<file path="src/rtl/mac_fifo_reader_if.sv">
// Handshake bundle between mac_fifo_reader and its two operand FIFOs plus controller.
// The slave side is the MAC reader; the master side drives start, FIFO flags and data.
interface mac_fifo_reader_if #(
  parameter int DATA_WIDTH = 8,
  parameter int ACC_WIDTH  = 24
);
  logic                  start;
  logic                  a_empty;
  logic                  b_empty;
  logic [DATA_WIDTH-1:0] a_data;
  logic [DATA_WIDTH-1:0] b_data;
  logic                  a_rden;
  logic                  b_rden;
  logic                  busy;
  logic                  done;
  logic [ACC_WIDTH-1:0]  result;

  modport master (
    output start, a_empty, b_empty, a_data, b_data,
    input  a_rden, b_rden, busy, done, result
  );

  modport slave (
    input  start, a_empty, b_empty, a_data, b_data,
    output a_rden, b_rden, busy, done, result
  );
endinterface

</file>
<file path="src/rtl/mac_fifo_reader.sv">
// Reads LEN operand pairs from two FIFOs and accumulates their unsigned dot product.
// Optional macro MAC_FIFO_READER_SATURATE_EN clamps the accumulator instead of wrapping.
module mac_fifo_reader #(
  parameter int DATA_WIDTH = 8,
  parameter int LEN        = 8,
  parameter int ACC_WIDTH  = 24
) (
  input  logic             clk,
  input  logic             rst,
  mac_fifo_reader_if.slave bus
);

  localparam int CNT_W  = $clog2(LEN + 1);
  localparam int PROD_W = 2 * DATA_WIDTH;

  typedef enum logic [1:0] {
    S_IDLE  = 2'd0,
    S_READ  = 2'd1,
    S_DRAIN = 2'd2,
    S_DONE  = 2'd3
  } state_t;

  state_t               r_state;
  logic [ACC_WIDTH-1:0] r_acc;
  logic [ACC_WIDTH-1:0] r_result;
  logic [CNT_W-1:0]     r_rd_cnt;
  logic                 r_pend;
  logic                 r_busy;
  logic                 r_done;

  logic                 w_rden;
  logic [PROD_W-1:0]    w_prod;
  logic [ACC_WIDTH-1:0] w_prod_ext;
  logic [ACC_WIDTH-1:0] w_sum;
  logic [ACC_WIDTH-1:0] w_acc_next;

  // Both FIFOs are popped together and only when both hold a word; reset gates the strobe.
  assign w_rden = (r_state == S_READ) && !bus.a_empty && !bus.b_empty &&
                  (r_rd_cnt < CNT_W'(LEN)) && !rst;

  assign w_prod     = PROD_W'(bus.a_data) * PROD_W'(bus.b_data);
  assign w_prod_ext = ACC_WIDTH'(w_prod);

`ifdef MAC_FIFO_READER_SATURATE_EN
  logic [ACC_WIDTH:0] w_sum_ext;
  assign w_sum_ext = {1'b0, r_acc} + {1'b0, w_prod_ext};
  assign w_sum     = w_sum_ext[ACC_WIDTH] ? {ACC_WIDTH{1'b1}} : w_sum_ext[ACC_WIDTH-1:0];
`else
  assign w_sum = r_acc + w_prod_ext;
`endif

  // Data for a read arrives one cycle later, so only that cycle contributes a product.
  assign w_acc_next = r_pend ? w_sum : r_acc;

  assign bus.a_rden = w_rden;
  assign bus.b_rden = w_rden;
  assign bus.busy   = r_busy;
  assign bus.done   = r_done;
  assign bus.result = r_result;

  // Control FSM, read counter, accumulator and registered status outputs.
  always_ff @(posedge clk) begin
    if (rst) begin
      r_state  <= S_IDLE;
      r_acc    <= {ACC_WIDTH{1'b0}};
      r_result <= {ACC_WIDTH{1'b0}};
      r_rd_cnt <= {CNT_W{1'b0}};
      r_pend   <= 1'b0;
      r_busy   <= 1'b0;
      r_done   <= 1'b0;
    end else begin
      r_pend <= w_rden;
      r_done <= 1'b0;
      r_acc  <= w_acc_next;
      if (w_rden) begin
        r_rd_cnt <= r_rd_cnt + 1'b1;
      end
      case (r_state)
        S_IDLE: begin
          r_busy <= 1'b0;
          if (bus.start) begin
            r_state  <= S_READ;
            r_busy   <= 1'b1;
            r_acc    <= {ACC_WIDTH{1'b0}};
            r_rd_cnt <= {CNT_W{1'b0}};
          end
        end
        S_READ: begin
          if (w_rden && (r_rd_cnt == CNT_W'(LEN - 1))) begin
            r_state <= S_DRAIN;
          end
        end
        S_DRAIN: begin
          // Final pair lands here; publish the complete sum only now.
          r_state  <= S_DONE;
          r_done   <= 1'b1;
          r_result <= w_acc_next;
        end
        S_DONE: begin
          r_state <= S_IDLE;
          r_busy  <= 1'b0;
        end
        default: begin
          r_state <= S_IDLE;
          r_busy  <= 1'b0;
        end
      endcase
    end
  end

endmodule

</file>
<file path="src/flat_wrapper.sv">
// flat-port wrapper written by rule: the top's interface ports become plain ports
module mac_fifo_reader_flat 
#(
  parameter int DATA_WIDTH = 8,
  parameter int LEN        = 8,
  parameter int ACC_WIDTH  = 24
)
  (clk, rst, bus_start, bus_a_empty, bus_b_empty, bus_a_data, bus_b_data, bus_a_rden, bus_b_rden, bus_busy, bus_done, bus_result);
  mac_fifo_reader_if #(.DATA_WIDTH(DATA_WIDTH), .ACC_WIDTH(ACC_WIDTH)) bus_i ();
  input  logic clk;
  input  logic rst;
  input wire logic [$bits(bus_i.start)-1:0] bus_start;
  input wire logic [$bits(bus_i.a_empty)-1:0] bus_a_empty;
  input wire logic [$bits(bus_i.b_empty)-1:0] bus_b_empty;
  input wire logic [$bits(bus_i.a_data)-1:0] bus_a_data;
  input wire logic [$bits(bus_i.b_data)-1:0] bus_b_data;
  output wire logic [$bits(bus_i.a_rden)-1:0] bus_a_rden;
  output wire logic [$bits(bus_i.b_rden)-1:0] bus_b_rden;
  output wire logic [$bits(bus_i.busy)-1:0] bus_busy;
  output wire logic [$bits(bus_i.done)-1:0] bus_done;
  output wire logic [$bits(bus_i.result)-1:0] bus_result;
  assign bus_i.start = bus_start;
  assign bus_i.a_empty = bus_a_empty;
  assign bus_i.b_empty = bus_b_empty;
  assign bus_i.a_data = bus_a_data;
  assign bus_i.b_data = bus_b_data;
  assign bus_a_rden = bus_i.a_rden;
  assign bus_b_rden = bus_i.b_rden;
  assign bus_busy = bus_i.busy;
  assign bus_done = bus_i.done;
  assign bus_result = bus_i.result;
  mac_fifo_reader #(.DATA_WIDTH(DATA_WIDTH), .LEN(LEN), .ACC_WIDTH(ACC_WIDTH)) u_core (.clk(clk), .rst(rst), .bus(bus_i));
endmodule
</file>
<file path="config.mk">
export PLATFORM = sky130hd
export DESIGN_NAME = mac_fifo_reader_flat
export DESIGN_NICKNAME = d
export VERILOG_FILES = /design/src/rtl/mac_fifo_reader_if.sv /design/src/rtl/mac_fifo_reader.sv /design/src/flat_wrapper.sv
export SDC_FILE = /design/constraint.sdc
export NUM_CORES = 1
export LEC_CHECK = 0
export ABC_AREA = 1
export CAP_MARGIN = 10
export CORE_AREA = 2 2 109 133
export CTS_CLUSTER_DIAMETER = 30
export DETAILED_ROUTE_END_ITERATION = 8
export DIE_AREA = 0 0 111 135
export PLACE_DENSITY = 0.67
export SETUP_SLACK_MARGIN = 0.02
export SLEW_MARGIN = 40
export SYNTH_ARGS = -nofsm -noshare
export SYNTH_HDL_FRONTEND = slang
export SYNTH_SLANG_ARGS = --single-unit
</file>
<file path="constraint.sdc">
create_clock -name clk -period 12.3 [get_ports clk]
set_clock_uncertainty 0.05 [all_clocks]
set_input_delay 2.46 -clock clk [delete_from_list [all_inputs] [get_ports clk]]
set_output_delay 2.46 -clock clk [all_outputs]
set_load 0.05 [all_outputs]
</file>
==> summary.txt <==
Clocking
  • Clk slew on worst S/H paths: 50 ps
  • Postcts setup bufs: 0
  • Clock Tree Buf Depth: 2
  • CTS root buf: clkbuf_16
  • H-tree levels: 3
  • CTS Buf Count: 9
  • Clk sinks: 57
  • CTS tree: yes
  • Post-cts hold buffer count: 0
  • Worst-skew pair later-pin latency: 330 ps
  • Post-cts repair resize count: 0

Global routing
  • Largest net degree at the start of global routing: 34
  • Initial antenna violation count: 0
  • Gr ovfl total: 0
  • First-pass GRT wire length: 20300 µm
  • GR Util All Layers: 16.5%
  • Number of global-route vias before repair: 4342

Setup path
  • Reg2reg start: u_core.r_acc[6]
  • Crit path launch type: input pin
  • Capture point of the worst reg-to-reg path: u_core.bus.result[7]
  • Worst R2R Path Depth: 17
  • Critical Path RT: 9790 ps
  • CP Data Arrival Time: 4670 ps
  • CP Max Fanout: 17
  • Critical setup path kind: input pin to output port
  • Crit path capture type: output port
  • Worst R2R Setup Slack: 8180 ps

Finish
  • Area delta synth->final: 17.4%
  • Final Cell Area: 6310 µm²
  • Post-route insts no fill: 975
  • Antenna cell count: 0
  • Final net count: 917
  • Util after Layout: 46.5%
  • Share of cells above drive strength 1: 4.60%

Drt
  • WL final: 11600 µm
  • ANT nets after route: 0
  • Initial DRC count: 232
  • Vias per Instance: 4.59
  • Via Count: 4474
  • First-pass DRT Iterations: 4
  • Wirelength per Cell: 11.9 µm
  • # DRC: 0

Hold path
  • Hold depth: 2
  • Worst min path class: register to register
  • Hold path startpoint: u_core.bus.busy
  • WHS Endpoint: u_core.bus.busy

Timing
  • Worst Max-Slew Pin Slew: 749 ps
  • Rel. slew slack: 49.9%
  • Setup repair after global routing missed its margin: no
  • Final Max Tran Viols: 0
  • Total negative slack: 0 ps
  • Final period utilization: 58.4%
  • Endpoints failing setup: 0
  • Minimum clock period: 7180 ps
  • F_max: 0.139 GHz
  • Final hold vios: 0

Synthesis
  • Fraction of registers with async set/reset: 0%
  • Distinct cells, synth: 35
  • Yosys warns: 0
  • Synth area leader: dfxtp_1
  • Cell area after synthesis: 5380 µm²
  • Gate Count Post-Synth: 771
  • Number of synthesized flops with an enable pin: 0
  • Post-synthesis register bit count: 57
  • Post-synth top cells: inv_1 (202), nand2_1 (179), nor2_1 (67)
  • Top_reg_cell synth: dfxtp_1
  • Post-synth net total: 889
  • Sequential area share after synthesis: 21.2%
  • Most common cell in the netlist: inv_1
  • Synth top area share: 21.2%
  • Top post-synthesis cells by area: dfxtp_1 (21%), fa_1 (19%), inv_1 (14%), nand2_1 (12%), ha_1 (11%)
  • Synth Area per Inst: 6.97 µm²

Power
  • PD cells: 183 nW/µm²
  • P_leak: 3.37 nW
  • Peak supply drop: 0.000134 V
  • Design Power: 0.00115 W

Die
  • Row count: 47
  • Die Ht: 135 µm
  • Total Die Area: 15000 µm²
  • Die W: 111 µm
  • Initial Utilization: 39.6%
  • Core Area: 13600 µm²
  • I/O pins: 49

Flow run
  • Max-Cap Viols: 0

Place
  • Hpwl dp: 9350 µm
  • Placed Cells: 959
  • Placer Congestion: 0.865
  • Port Buf Inserts: 48
  • Placed cell areas: 5930 µm²

Run status
  • Status: finished, final reports clean
-- through the flow --
stage | hold slack (ps) | setup WS [ps]
after floorplan | 411 | 6010
after global placement | 412 | 5140
after detailed placement | 400 | 5120
after CTS | 418 | 5090
after global routing | 443 | 5000
final | 418 | 5120
-- critical path, cell delays in order --
cell	delay, ps
clkdlybuf4s50_1	770
nor4_4	550
clkdlybuf4s50_1	890
-- flip-flops by register name (all words and copies together) (netlist names) --
register	flops
u_core.r_acc	24
u_core.r_state	2
u_core.bus.result	24
u_core.r_pend	1
u_core.bus.busy	1
u_core.r_rd_cnt	4
u_core.bus.done	1
-- final cells by class --
cell class	count	area, µm²
sequential	57	1140
multi-input combinational	480	3330
clock inverter	5	125
fill	1352	7270
inverter	202	758
clock buffer	11	253
tap	171	214
timing repair buffer	49	488
-- cells in the final DEF, fill, tap and decap left out, types with 2 or more instances in the layout --
master,Yosys,layout
a21oi_1,23,23
bufinv_16,0,4
clkbuf_16,0,9
clkbuf_8,0,2
clkdlybuf4s50_1,0,48
dfxtp_1,57,56
fa_1,50,50
ha_1,47,47
inv_1,202,202
nand2_1,179,179
nand2_2,6,6
nand3_1,38,38
nand3_2,3,3
nand4_1,4,4
nor2_1,67,67
nor2_2,4,4
nor3_1,7,7
nor4_1,3,3
o211ai_1,7,7
o21ai_0,19,19
o21ai_1,5,5
xnor2_1,3,3
xor2_1,3,3
-- cell families after synthesis --
kind of cell    Yosys count  synth area share [%]
xor+xnor                  6                 0.978
flops                    57                  21.2
simple gates            314                  24.6
fa+ha+maj                97                  29.6
buf+inv                 234                  16.9
compound gates           63                  6.73
-- where the power goes --
part | total (W) | switching [W] | internal, W
logic | 0.000609 | 0.000394 | 0.000215
clock network | 0.000310 | 0.0000819 | 0.000229
registers | 0.000235 | 0.0000200 | 0.000215
-- worst max path at each step --
stage,end,from,cells after the start
2_1_floorplan,u_core.bus.result[23],bus_a_data[0],21
3_3_place_gp,bus_a_rden,rst,3
3_5_place_dp,bus_a_rden,rst,3
4_1_cts,bus_a_rden,rst,3
5_1_grt,bus_b_rden,rst,3
6_report,bus_a_rden,rst,3
-- metal layers --
layer  GRT usage (%)  wire [µm]  vias up
li1                -          -     2338
met1            21.7       5520     2046
met2            28.0       5500       75
met3            2.65        419       15
met4            5.35        201        0
met5               0          0        -
Power figures use the tool's default switching activity.
